File: src/rtl/imm_pkg.sv
// Shared immediate-format definitions for the immediate packer and extender.
package imm_pkg;

  localparam int unsigned XLEN = 32;

  typedef logic [1:0] imm_src_t;

  localparam imm_src_t IMM_I = 2'b00;
  localparam imm_src_t IMM_S = 2'b01;
  localparam imm_src_t IMM_B = 2'b10;
  localparam imm_src_t IMM_J = 2'b11;

  typedef struct packed {
    logic [XLEN-1:0] instr;
    logic            err;
  } imm_beat_t;

  // True when v[XLEN-1:lsb] are all equal, i.e. v fits in an (lsb+1)-bit signed field.
  function automatic logic upper_uniform(input logic [XLEN-1:0] v, input int unsigned lsb);
    logic [XLEN-1:0] m;
    m = {XLEN{1'b1}} << lsb;
    return ((v & m) == m) || ((v & m) == '0);
  endfunction

endpackage

File: src/rtl/imm_pack_comb.sv
// Combinational immediate packer: scatters imm into the selected field layout and flags
// immediates that the layout cannot represent.
module imm_pack_comb
  import imm_pkg::*;
#(
  parameter bit CHECK_EN = 1'b1
) (
  input  logic [XLEN-1:0] tmpl,
  input  logic [XLEN-1:0] imm,
  input  imm_src_t        imm_src,
  output logic [XLEN-1:0] instr_c,
  output logic            err_c
);

  logic range_err;

  always_comb begin
    instr_c   = tmpl;
    range_err = 1'b0;
    case (imm_src)
      IMM_I: begin
        instr_c[31:20] = imm[11:0];
        range_err      = !upper_uniform(imm, 11);
      end
      IMM_S: begin
        instr_c[31:25] = imm[11:5];
        instr_c[11:7]  = imm[4:0];
        range_err      = !upper_uniform(imm, 11);
      end
      IMM_B: begin
        instr_c[31]    = imm[12];
        instr_c[30:25] = imm[10:5];
        instr_c[11:8]  = imm[4:1];
        instr_c[7]     = imm[11];
        range_err      = !upper_uniform(imm, 12) || imm[0];
      end
      IMM_J: begin
        instr_c[31]    = imm[20];
        instr_c[30:21] = imm[10:1];
        instr_c[20]    = imm[11];
        instr_c[19:12] = imm[19:12];
        range_err      = !upper_uniform(imm, 20) || imm[0];
      end
    endcase
    err_c = CHECK_EN && range_err;
  end

endmodule

File: src/rtl/imm_pack_p.sv
// Pipelined immediate encoder: two valid/ready register stages around the packer,
// plus a saturating count of errored beats delivered downstream.
module imm_pack_p
  import imm_pkg::*;
#(
  parameter int unsigned ERR_CNT_W = 8,
  parameter bit          CHECK_EN  = 1'b1
) (
  input  logic                 clk,
  input  logic                 rst,
  input  logic                 in_valid,
  output logic                 in_ready,
  input  logic [XLEN-1:0]      in_instr,
  input  logic [XLEN-1:0]      in_imm,
  input  imm_src_t             in_immSrc,
  output logic                 out_valid,
  input  logic                 out_ready,
  output logic [XLEN-1:0]      out_instr,
  output logic                 out_err,
  input  logic                 clr_cnt,
  output logic [ERR_CNT_W-1:0] err_cnt
);

  localparam logic [ERR_CNT_W-1:0] CNT_MAX = '1;

  imm_beat_t pack_c;
  imm_beat_t s1_beat;
  logic      s1_valid;
  logic      s1_en;
  logic      s2_en;

  imm_pack_comb #(
    .CHECK_EN (CHECK_EN)
  ) u_pack (
    .tmpl    (in_instr),
    .imm     (in_imm),
    .imm_src (in_immSrc),
    .instr_c (pack_c.instr),
    .err_c   (pack_c.err)
  );

  // Each stage advances when the stage ahead of it is empty or draining.
  assign s2_en    = !out_valid || out_ready;
  assign s1_en    = !s1_valid || s2_en;
  assign in_ready = s1_en;

  always_ff @(posedge clk or posedge rst) begin
    if (rst) begin
      s1_valid <= 1'b0;
      s1_beat  <= '0;
    end else if (s1_en) begin
      s1_valid <= in_valid;
      if (in_valid) s1_beat <= pack_c;
    end
  end

  always_ff @(posedge clk or posedge rst) begin
    if (rst) begin
      out_valid <= 1'b0;
      out_instr <= '0;
      out_err   <= 1'b0;
    end else if (s2_en) begin
      out_valid <= s1_valid;
      if (s1_valid) begin
        out_instr <= s1_beat.instr;
        out_err   <= s1_beat.err;
      end
    end
  end

  // Clear wins over a same-cycle increment; count holds at all-ones.
  always_ff @(posedge clk or posedge rst) begin
    if (rst) begin
      err_cnt <= '0;
    end else if (clr_cnt) begin
      err_cnt <= '0;
    end else if (out_valid && out_ready && out_err && (err_cnt != CNT_MAX)) begin
      err_cnt <= err_cnt + ERR_CNT_W'(1);
    end
  end

endmodule

File: config.mk
export PLATFORM = sky130hd
export DESIGN_NAME = imm_pack_p
export DESIGN_NICKNAME = d
export VERILOG_FILES = /design/src/rtl/imm_pkg.sv /design/src/rtl/imm_pack_comb.sv /design/src/rtl/imm_pack_p.sv
export SDC_FILE = /design/constraint.sdc
export NUM_CORES = 1
export LEC_CHECK = 0
export BUFFER_PORTS_ARGS = -buffer_cell sky130_fd_sc_hd__clkbuf_2
export CAP_MARGIN = 20
export CORE_MARGIN = 2
export CORE_UTILIZATION = 56
export CTS_CLUSTER_SIZE = 12
export DETAILED_ROUTE_END_ITERATION = 16
export PLACE_DENSITY = 0.95
export SLEW_MARGIN = 20
export SYNTH_ARGS = -nofsm -noshare
export SYNTH_HDL_FRONTEND = slang
export SYNTH_HIERARCHICAL = 1
export SYNTH_SLANG_ARGS = --single-unit
File: constraint.sdc
create_clock -name clk -period 4.4 [get_ports clk]
set_input_delay 0.66 -clock clk [delete_from_list [all_inputs] [get_ports clk]]
set_output_delay 0.66 -clock clk [all_outputs]
set_load 0.05 [all_outputs]
# Word-level counts from Yosys, hierarchy flattened
# Cells that the tools add are included.
# Widths: inputs -> output; s select.
dict set report word_totals {
  register_bits 76
  latch_bits 0
  mem_bits_rw 0
  romBits 0
  in_bits 71
  output_inout_bits 43
  word_cells 45
  n_memories 0
}
dict set report classes {
  addsub 1
  multipliers 0
  div 0
  n_lt_le_gt_ge 0
  eq_ne 7
  shifts 0
  mux 7
  bitwise 0
  reduce_logical 23
}
# cell n
set ops {}
lappend ops {{$logic_not 32->1} 3}
lappend ops {{$mux 8} 3}
lappend ops {{$eq 21x21->1 const B} 1}
lappend ops {{$pmux 7 s3} 1}
lappend ops {{$eq 20x20->1 const B} 1}
lappend ops {{$pmux 5 s2} 2}
lappend ops {{$eq 12x12->1 const B} 1}
lappend ops {{$add 8x1->8 const B} 1}
lappend ops {{$ne 8x8->1 const B} 1}
lappend ops {{$logic_or 1x1->1} 7}
lappend ops {{$logic_not 1->1} 5}
lappend ops {{$eq 2x2->1 const B} 2}
lappend ops {{$reduce_and 2->1} 2}
lappend ops {{$logic_and 1x1->1} 3}
lappend ops {{$pmux 1 s3} 1}
lappend ops {{$eq 2x1->1 const B} 1}
lappend ops {{$logic_not 2->1} 1}
lappend ops {{$reduce_bool 2->1} 1}
lappend ops {{$reduce_or 2->1} 1}

# Longest topological paths before layout
# Gate-level depths: netlist of run 1.
dict set report logic_depth {
  word_depth 5
  ltp_mapped 7
  mapped_depth_nobuf 6
}

# Modules after synthesis
# The synthesis of run 1 kept the hierarchy.
# module n_inst cells_each area_per_inst_um2 seq_area_each_um2
set modules_own_cells {}
lappend modules_own_cells {imm_pack_p 1 194 3201.8 1901.8}
lappend modules_own_cells {imm_pack_comb 1 87 575.6 0.0}

# Worst setup path before layout of run 1
# OpenSTA, ideal clock, no wires.
dict set report synth_timing {
  path_kind {in2reg}
  startpoint {input port in_immSrc[0]}
  endpoint {register s1_beat[18] (netlist bit)}
  setup_time_ns 0.125
  arrival_time_ns 1.853
  required_time_ns 4.275
  setup_slack_ns 2.422
  stages 5
  path_buffers 2
  cell_sequence {ha_1 -> clkbuf_1 -> buf_2 -> mux2_1 -> mux2_4}
}
# item line_no
set synth_rtl {}
lappend synth_rtl {{start, declared} imm_pack_p.sv:15} ;# input imm_src_t in_immSrc,
lappend synth_rtl {{end signal, assigned} imm_pack_p.sv:53} ;# if (in_valid) s1_beat <= pack_c;
lappend synth_rtl {{end, declared} imm_pack_p.sv:27} ;# imm_beat_t s1_beat;

# Worst setup path in the final report of run 1
dict set report layout_timing {
  startpoint {input port out_ready}
  endpoint {output port in_ready}
}
dict set report layout_between {
  elab_chain_cells 2
}
# item line_no
set layout_rtl {}
lappend layout_rtl {{start, declared} imm_pack_p.sv:17} ;# input logic out_ready,
lappend layout_rtl {{$logic_or 1x1->1} imm_pack_p.sv:43} ;# assign s2_en = !out_valid || out_ready;
lappend layout_rtl {{$logic_or 1x1->1} imm_pack_p.sv:44} ;# assign s1_en = !s1_valid || s2_en;
lappend layout_rtl {{end, declared} imm_pack_p.sv:12} ;# output logic in_ready,
# No other way between the ends.

==> results of run 1 <==
## metrics by stage
step,instance area [sq um],setup slack (ns)
after floorplan,3780,1.80
after global placement,4190,2.28
after detailed placement,4190,2.24
after CTS,4400,2.45
after global routing,4400,2.43
final,4400,2.45
## routing by layer
| metal | vias up | track usage (%) | routed length, microns |
|---|---|---|---|
| met3 | 4 | 7.60 | 533 |
| met2 | 108 | 38.0 | 4000 |
| li1 | 1183 | - | - |
| met1 | 1232 | 27.6 | 3190 |
| met4 | 0 | 5.34 | 47 |
| met5 | - | 0 | 0 |
## registers in the layout, indices dropped and copies added (netlist names)
| signal | flops |
|---|---|
| s1_valid | 1 |
| s1_beat | 33 |
| out_valid | 1 |
| out_err | 1 |
| out_instr | 32 |
| err_cnt | 8 |
## worst max-delay path: cells and delay by family
family | cells | cell delay, ns
and+or+nand+nor | 1 | 0.25
buffers and inverters | 2 | 0.38
## layout make-up
class                      instances  area, sq um  area share [%]
inverter                          10         38.8           0.882
clock inverter                     7         82.6            1.88
timing repair buffer             107          538            12.2
clock buffer                       9          124            2.82
multi-input combinational        169         1620            36.8
tap                               77         96.3            2.19
sequential                        76         1900            43.2
## power by group through the flow
stage	registers (mW)	clock network (mW)	logic [mW]
global placement	0.918	0	0.715
detailed placement	0.929	0	0.734
floorplan	1.23	0	0.262
CTS	0.917	0.565	0.736
global route	0.934	0.597	0.768
finish	0.916	0.552	0.728
## final timing paths
path | start | end | slack, ns | depth (start not counted)
worst max-delay path | out_ready | in_ready | 2.45 | 3
worst min-delay path | rst | s1_beat[27]$_DFFE_PP0P_ | 0.40 | 2
worst max register to register | out_valid$_DFFE_PP0P_ | out_instr[13]$_DFFE_PP0P_ | 2.66 | 3
worst min register to register | s1_beat[31]$_DFFE_PP0P_ | out_instr[30]$_DFFE_PP0P_ | 0.49 | 1
max in group asynchronous | rst | out_instr[18]$_DFFE_PP0P_ | 3.12 | 3
min in group clk | s1_beat[31]$_DFFE_PP0P_ | out_instr[30]$_DFFE_PP0P_ | 0.49 | 1
## cells in the final DEF, fill, tap and decap left out, types with 3 or more instances in the layout
| master | netlist | final |
|---|---|---|
| mux2_1 | 8 | 8 |
| nand4_1 | 5 | 5 |
| and3_1 | 6 | 6 |
| nor2_1 | 5 | 5 |
| nand2b_1 | 5 | 5 |
| a21oi_1 | 3 | 3 |
| mux2_4 | 31 | 31 |
| a211oi_1 | 3 | 3 |
| a22oi_1 | 3 | 3 |
| nand2_1 | 14 | 14 |
| clkbuf_8 | 0 | 9 |
| ha_1 | 5 | 5 |
| nor2b_1 | 3 | 3 |
| clkbuf_2 | 0 | 106 |
| nor4_1 | 5 | 5 |
| o22ai_1 | 4 | 4 |
| inv_1 | 9 | 8 |
| o21ai_0 | 3 | 3 |
| nand3_1 | 4 | 4 |
| o21ai_1 | 6 | 6 |
| a41oi_1 | 3 | 3 |
| dfrtp_1 | 76 | 76 |
| mux2_2 | 37 | 37 |
## cells by family (layout without fill, tap and decap cells)
logic type | count (synthesis) | count (layout)
fa+ha+maj | 5 | 5
mux | 77 | 77
compound gates | 33 | 33
buf+inv | 36 | 133
flops | 76 | 76
simple gates | 54 | 54
==> run metrics, run 1 <==
Worst-Skew Late Latency=roughly 0.34 ns; most frequent cell after synthesis=dfrtp_1; largest net degree at the start of global routing=44; critical path arrival=1.29 ns; Async S/R FF share, synth=100%; Net count, final=449; Setup violations, final=0; Cell Chain, Critical Path=clkbuf_2, nand3b_2, clkbuf_2; clock share of power=between 20% and 30%; RSZ-0062 raised after global routing=no; final wirelength=about 7800 microns; register share of total power=around two fifths; CTS clk-pin slew, worst paths=0.09 ns; vias per std cell=roughly 5.6; commonest cells in the netlist=dfrtp_1, mux2_2, mux2_4; combinational share of power=between 30% and 40%; Crit path largest cell delay=about 0.27 ns; gpl congestion=between 0.8 and 0.9; final hold vios=0; VDD IR max=around 0.00035 V; Worst Tran Pin Value=0.868 ns; Mapped Cells=between 200 and 300; mapped cell area=between 3000 and 4000 sq um; Fill cells=roughly 450; drt pass-1 iters=4; Longest Clk Path Bufs=2; residual DRC count=0; Layout Cells excl Fill=455; Hold WS=0.396 ns; die area=between 7000 and 8000 sq um; Distinct cells, synth=44; Post-DP HPWL=about 5600 microns; Synth Area in Adders=1.66%; FP Rows=29; post-synthesis mux area share=26.0%; Crit path top cell by count=clkbuf_2; prevailing post-synth register cell=dfrtp_1; utilization after layout=68.5%; Starting Density=58.8%; final setup TNS=0 ns; Synth Area in XOR/XNOR=0%; number of synthesized register bits=76; slowest CP cell=clkbuf_2; cts hold-fix bufs=0; Die Y=about 86 microns; fmax=513 MHz; Post-synth EDFFs=0; Area growth syn-to-layout=16.4%; area of the core=between 6000 and 7000 sq um; drt initial violations=between 100 and 150; vias in the first global route=2651; Max-Cap Viols=0; largest cells by area after synthesis=dfrtp_1, mux2_4, mux2_2, buf_4, mux2_1; Fin Clk Skew=~0.016 ns; Crit Path Class=primary input to output pin; average wire per standard cell=between 15 and 20 microns; cts bufs inserted=9; first-pass GRT wire length=roughly 13000 microns; via count=~2500; register area share after synthesis=50.3%; die width=around 86 microns; GRT overflow=0; critical path fanouts, max=4; Pwr Total=2.20 mW; I/O Pins=114; Tmin final=1.95 ns; Leak=2.17 nW; Post-Synth Simple-Gate Area=7.98%; clock sink count=76; Compound-Gate Fraction of Synth Area=a little over 7%; crit start category=primary input; root buffer cell=clkbuf_8; placed cells=439; status=finished, final reports clean; GR Util All Layers=~22%; CTS tree=yes; CP required=3.74 ns; Antenna Cells=0; IO Port Bufs=roughly 110; Int Pwr=approximately 1.4 mW; Antenna Nets Post-Route=0; ratio of cells with drive above 1 in the final layout=a little over half; Pwr per Cell Area=between 400 and 500 nW/um^2; final worst path period share=between 40% and 50%; Post-CTS Resized=0; Sw Share=~38%; leading area contributor after synthesis=dfrtp_1; CP endpoint kind=output pin; post-synth top area share=50.3%; H-tree depth=3; Net Switching=about 0.84 mW; Synth Warn #=6; initial antenna violation count=0; postcts setup bufs=0; Slew HR=42.0%; Slew Limit Fails=0; Net Count, Synth=357; largest family of logic cells by synthesized area=multiplexers; Hold WC Path Type=primary input to asynchronous set/reset pin; average size of a mapped cell=~13 sq um
No activity file was read; power rests on OpenSTA's default activity.
==> inputs of run 2 (changes only) <==
--- a/config.mk
+++ b/config.mk
@@ -8,10 +8,10 @@
 export BUFFER_PORTS_ARGS = -buffer_cell sky130_fd_sc_hd__clkbuf_2
 export CAP_MARGIN = 20
 export CORE_MARGIN = 2
-export CORE_UTILIZATION = 56
+export CORE_UTILIZATION = 52
 export CTS_CLUSTER_SIZE = 12
 export DETAILED_ROUTE_END_ITERATION = 16
-export PLACE_DENSITY = 0.95
+export PLACE_DENSITY = 0.91
 export SLEW_MARGIN = 20
 export SYNTH_ARGS = -nofsm -noshare
 export SYNTH_HDL_FRONTEND = slang
==> constraint.sdc (replaced) <==
create_clock -name clk -period 2 [get_ports clk]
set_input_delay 0.3 -clock clk [delete_from_list [all_inputs] [get_ports clk]]
set_output_delay 0.3 -clock clk [all_outputs]
set_load 0.05 [all_outputs]
==> run 2 against run 1 <==
Against the previous run:
- non-clock buffer count rose by 3
- sequential power rose by 120%
- combinational power rose by 120%
- first-iteration DRC count fell by 52%
- via count rose by 0.59%
- flip-flop and latch count did not move
- count of clock-buffer cells in the layout rose by 4
- final area rose by 3.8%
- routed wire length fell by 3.7%
- register-to-register slack got worse by 2.3 ns
- sequential share of layout area fell by 1.6 points
- largest power group unchanged
- highest routed layer unchanged
==> run metrics, run 2 (same netlist as run 1, synthesis figures left out) <==
area of the core=7140 sq um (was 6420 sq um); CTS tree=yes (unchanged); FF/Latch Area=1900 sq um (unchanged); I/O Pins=114 (unchanged); Largest register FFs=33 (unchanged); CP endpoint kind=flop (was output pin); Setup violations, final=0 (unchanged); commonest non-fill, non-tap cell in the layout=clkbuf_2 (unchanged); DP Area=4290 sq um (was 4190 sq um); FP Rows=31 (was 29); status=finished, final reports clean (unchanged); vias per std cell=5.30 (was 5.55); final wirelength=7490 microns (was 7780 microns); commonest non-fill, non-tap cells in the layout=clkbuf_2, dfrtp_1, mux2_2 (unchanged); final hold vios=0 (unchanged); RSZ-0062 raised after global routing=no (unchanged); ratio of cells with drive above 1 in the final layout=53.5% (was 53.2%); VDD IR max=0.000610 V (was 0.000351 V); Post-DP HPWL=5630 microns (about the same); initial antenna violation count=0 (unchanged); Die Y=89.2 microns (was 86.1 microns); Hold WC Path Type=primary input to asynchronous set/reset pin (unchanged); GR Util All Layers=19.8% (was 22.4%); vias in the first global route=2494 (was 2651); Leak=2.23 nW (was 2.17 nW); final worst path period share=around 83%; cts bufs inserted=9 (unchanged); drt pass-1 iters=4 (unchanged); first-pass GRT wire length=12000 microns (was 12700 microns); drt initial violations=52 (was 109); gpl congestion=0.831 (was 0.862); crit start category=flop (was primary input); Pwr per Cell Area=1120 nW/um^2 (was 499 nW/um^2); die width=89.2 microns (was 86.1 microns); Tmin final=approximately 1.7 ns; CP required=2.22 ns (was 3.74 ns); root buffer cell=clkbuf_8 (unchanged); critical path fanouts, max=8 (was 4); Area growth syn-to-layout=20.8% (was 16.4%); Crit Path Class=flop to flop (was primary input to output pin); Slew HR=52.9% (was 42.0%); clock sink count=76 (unchanged); Regs by FF count=s1_beat (33), out_instr (32), err_cnt (8) (unchanged); H-tree depth=3 (unchanged); cts hold-fix bufs=0 (unchanged); Max-Cap Viols=0 (unchanged); Antenna Nets Post-Route=0 (unchanged); slowest CP cell=dfrtp_1 (was clkbuf_2); die area=7960 sq um (was 7420 sq um); GRT overflow=0 (unchanged); postcts setup bufs=0 (unchanged); area of the multi-input gates=1620 sq um (unchanged); Starting Density=52.9% (was 58.8%); Top reg by flops=s1_beat (unchanged); Longest Clk Path Bufs=2 (unchanged); Antenna Cells=0 (unchanged); residual DRC count=0 (unchanged); Net count, final=452 (was 449); average wire per standard cell=15.6 microns (was 17.1 microns); IO Port Bufs=106 (unchanged); Worst-Skew Late Latency=0.34 ns (about the same); Fin Clk Skew=0.0108 ns (was 0.0162 ns); Post-CTS Resized=0 (unchanged); Cell Chain, Critical Path=ha_1, nand3_1, a211oi_1, mux2_1 (was clkbuf_2, nand3b_2, clkbuf_2); largest net degree at the start of global routing=33 (was 44); via count=2542 (was 2527); Fill cells=590 (was 451); Slew Limit Fails=0 (unchanged); Worst Tran Pin Value=0.704 ns (was 0.868 ns); critical path arrival=1.87 ns (was 1.29 ns); R2R cell count=4 (was 3); fmax=~610 MHz; final setup TNS=0 ns (unchanged); Crit path largest cell delay=0.42 ns (was 0.27 ns); fin area=4560 sq um (was 4400 sq um); CTS clk-pin slew, worst paths=0.08 ns (was 0.09 ns)
==> run 2: cell count changes in the layout (fill, tap and decap cells not counted), moves of 2 or more <==
cell | before | now
bufinv_16 | 1 | 3
inv_6 | 2 | 0
buf_12 | 0 | 4
clkbuf_8 | 9 | 13
==> run 2: area by class of cell <==
class / instances / share of cell area, %
multi-input combinational: 169 / 35.4
clock buffer: 13 / 3.92
inverter: 10 / 0.905
timing repair buffer: 110 / 13.4
tap: 99 / 2.71
sequential: 76 / 41.7
clock inverter: 3 / 1.97
==> run 2: where the power goes <==
group          internal [mW]  switching [mW]
logic                  0.552            1.06
registers               1.84           0.171
clock network          0.966           0.537
total                   3.36            1.77
==> run 2: final timing paths <==
path | from | end | slack (ns)
worst max register to register | err_cnt[0]$_DFFE_PP0P_ | err_cnt[4]$_DFFE_PP0P_ | 0.35
min in group clk | in_imm[10] | s1_beat[31]$_DFFE_PP0P_ | 0.19
worst max-delay path | err_cnt[0]$_DFFE_PP0P_ | err_cnt[4]$_DFFE_PP0P_ | 0.35
worst min register to register | out_instr[9]$_DFFE_PP0P_ | out_instr[9]$_DFFE_PP0P_ | 0.49
worst min-delay path | rst | out_instr[3]$_DFFE_PP0P_ | 0.06
max in group asynchronous | rst | s1_beat[10]$_DFFE_PP0P_ | 1.40
==> run 2: per-stage QoR <==
step	total power, mW	cells	setup slack (ns)	util [%]	hold slack, ns
floorplan	3.28	281	0.0697	-	0.408
global placement	3.62	464	0.246	60.2	0.428
detailed placement	3.68	464	0.192	60.2	0.437
CTS	5.19	480	0.332	63.9	0.0612
global route	5.37	480	0.198	63.9	0.0882
finish	5.13	480	0.349	63.9	0.0566
==> run 2: per-layer routing <==
layer / track usage (%) / up-vias / wire, microns
met5: 0 / - / 0
met4: 4.21 / 0 / 55
met3: 6.93 / 6 / 518
met2: 32.7 / 97 / 3670
met1: 25.4 / 1252 / 3240
li1: - / 1187 / -
==> run 2: critical path: cells and delay by family (launching register included) <==
| family | cells | cell delay [ns] |
|---|---|---|
| and+or+nand+nor | 1 | 0.12 |
| DFF | 1 | 0.42 |
| muxes | 1 | 0.35 |
| AOI/OAI and AO/OA | 1 | 0.26 |
| adders and majority gates | 1 | 0.37 |
==> inputs of run 3 (changes only) <==
==> constraint.sdc (replaced) <==
create_clock -name clk -period 1.6 [get_ports clk]
set_input_delay 0.24 -clock clk [delete_from_list [all_inputs] [get_ports clk]]
set_output_delay 0.24 -clock clk [all_outputs]
set_load 0.05 [all_outputs]
==> run 3 against run 2 <==
Against the previous run:
- clock skew rose by 0.0031 ns
- routed wire length is 7.6% higher
- final area is 1.6% higher
- critical endpoint unchanged
- largest cell class unchanged
==> run metrics, run 3 (same netlist as run 1, synthesis figures left out) <==
drt initial violations=92 (was 52); Pwr per Cell Area=1340 nW/um^2 (was 1120 nW/um^2); Largest register FFs=33 (unchanged); initial antenna violation count=0 (unchanged); Hold WS=0.122 ns (was 0.0566 ns); residual DRC count=0 (unchanged); Worst Hold Launch=in_imm[9]; Setup violations, final=0 (unchanged); Worst Tran Pin Value=0.497 ns (was 0.704 ns); vias per std cell=5.27 (was 5.30); Crit path largest cell delay=0.44 ns (was 0.42 ns); RSZ-0062 raised after global routing=no (unchanged); worst reg2reg path startpoint=err_cnt[4]$_DFFE_PP0P_ (was err_cnt[0]$_DFFE_PP0P_); GRT overflow=0 (unchanged); status=finished, final reports clean (unchanged); CTS tree=yes (unchanged); final worst path period share=92.0% (was 82.6%); IO Port Bufs=106 (unchanged); die width=89.2 microns (unchanged); fmax=679 MHz (was 606 MHz); first-pass GRT wire length=12800 microns (was 12000 microns); hold path depth=2; Leak=2.26 nW (was 2.23 nW); Worst-Skew Late Latency=0.34 ns (about the same); Antenna Nets Post-Route=0 (unchanged); Crit Path Class=flop to flop (unchanged); R2R Setup Slk=0.13 ns (was 0.35 ns); Antenna Cells=0 (unchanged); drt pass-1 iters=4 (unchanged); M3 GR Usage=5.72% (was 6.93%); clock sink count=76 (unchanged); Area growth syn-to-layout=22.8% (was 20.8%); slowest CP cell=dfrtp_2 (was dfrtp_1); Fin Clk Skew=0.0139 ns (was 0.0108 ns); Max-Cap Viols=0 (unchanged); Starting Density=52.9% (unchanged); vias in the first global route=2748 (was 2494); Die Y=89.2 microns (unchanged); CP endpoint kind=flop (unchanged); area of the core=7140 sq um (unchanged); CP delay by family, top=flip-flops (unchanged); critical path fanouts, max=8 (unchanged); I/O Pins=114 (unchanged); critical path arrival=1.69 ns (was 1.87 ns); via count=2589 (was 2542); Cell Chain, Critical Path=and3_1, a211oi_1, mux2_1 (was ha_1, nand3_1, a211oi_1, mux2_1); commonest non-fill, non-tap cell in the layout=clkbuf_2 (unchanged); H-tree depth=3 (unchanged); Top reg by flops=s1_beat (unchanged); Tmin final=1.47 ns (was 1.65 ns); CP required=1.82 ns (was 2.22 ns); DP Area=4410 sq um (was 4290 sq um); cts bufs inserted=9 (unchanged); gr busiest metal=met2 (unchanged); root buffer cell=clkbuf_8 (unchanged); gpl congestion=0.808 (was 0.831); commonest non-fill, non-tap cells in the layout=clkbuf_2, dfrtp_1, mux2_2 (unchanged); CTS clk-pin slew, worst paths=0.08 ns (about the same); Net count, final=463 (was 452); Post-DP HPWL=6030 microns (was 5630 microns); VDD IR max=0.000775 V (was 0.000610 V); RR Endpoint=err_cnt[4]$_DFFE_PP0P_ (unchanged); GRT met2 Usage=36.6% (was 32.7%); final wirelength=8060 microns (was 7490 microns); GR Util All Layers=21.4% (was 19.8%); Regs by FF count=s1_beat (33), out_instr (32), err_cnt (8) (unchanged); postcts setup bufs=0 (unchanged); final hold vios=0 (unchanged); die area=7960 sq um (unchanged); Post-CTS Resized=0 (unchanged); FP Rows=31 (unchanged); ratio of cells with drive above 1 in the final layout=55.9% (was 53.5%); utilization after layout=65.0% (was 63.9%); largest net degree at the start of global routing=28 (was 33); Hold WC Path Type=primary input to flop (was primary input to asynchronous set/reset pin); average wire per standard cell=16.4 microns (was 15.6 microns); Slew HR=66.8% (was 52.9%); R2R cell count=3 (was 4); Slew Limit Fails=0 (unchanged); Longest Clk Path Bufs=2 (unchanged); crit start category=flop (unchanged); worst path bufs/invs=0 (unchanged); Hold Path End=s1_beat[30]$_DFFE_PP0P_; GR Util met1=25.8% (was 25.4%); fin area=4640 sq um (was 4560 sq um)
==> run 3: worst reg2reg max path, delay by kind of cell (launching register included) <==
| family | cells | cell delay (ns) |
|---|---|---|
| flops | 1 | 0.44 |
| mux | 1 | 0.34 |
| simple gates | 1 | 0.29 |
| compound gates | 1 | 0.28 |
==> run 3: worst max-delay path by stage <==
stage                                      start                endpoint  slack (ns)  depth (start not counted)
after global routing      err_cnt[4]$_DFFE_PP0P_  err_cnt[4]$_DFFE_PP0P_        0.06                          3
final                     err_cnt[4]$_DFFE_PP0P_  err_cnt[4]$_DFFE_PP0P_        0.13                          3
after floorplan           err_cnt[7]$_DFFE_PP0P_  err_cnt[4]$_DFFE_PP0P_       0.006                          3
after detailed placement              in_imm[20]  s1_beat[0]$_DFFE_PP0P_       -0.13                          6
after CTS                 err_cnt[4]$_DFFE_PP0P_  err_cnt[4]$_DFFE_PP0P_        0.15                          3
after global placement                in_imm[20]  s1_beat[0]$_DFFE_PP0P_       -0.09                          6
==> run 3: what timing repair did <==
item,in CTS,in global routing
endpoints found under the setup margin,0,0
endpoints found under the hold margin,9,0
hold buffers,1,0
==> run 3: per-layer routing <==
metal | wire, microns | share of wire (%)
met1 | 3340 | 41
met2 | 4040 | 50
met3 | 573 | 7.1
met4 | 106 | 1.3
met5 | 0 | 0
==> run 3: area by class of cell <==
| class | count | area (sq um) |
|---|---|---|
| tap | 99 | 124 |
| sequential | 76 | 1910 |
| inverter | 10 | 41.3 |
| clock inverter | 4 | 72.6 |
| multi-input combinational | 169 | 1640 |
| fill | 577 | 2500 |
| timing repair buffer | 121 | 708 |
| clock buffer | 12 | 145 |
==> run 3: power breakdown <==
group | switching [mW] | internal, mW
registers | 0.229 | 2.31
logic | 1.34 | 0.723
clock network | 0.694 | 0.921
total | 2.27 | 3.95
==> run 3: stage by stage <==
| step | setup TNS, ns | cells | power, mW | worst slack [ns] |
|---|---|---|---|---|
| final | 0 | 491 | 6.22 | 0.127 |
| after global routing | 0 | 491 | 6.51 | 0.0563 |
| after CTS | 0 | 491 | 6.26 | 0.150 |
| after detailed placement | -0.288 | 474 | 4.65 | -0.129 |
| after global placement | -0.0900 | 474 | 4.57 | -0.0882 |
| after floorplan | 0 | 281 | 4.10 | 0.00619 |
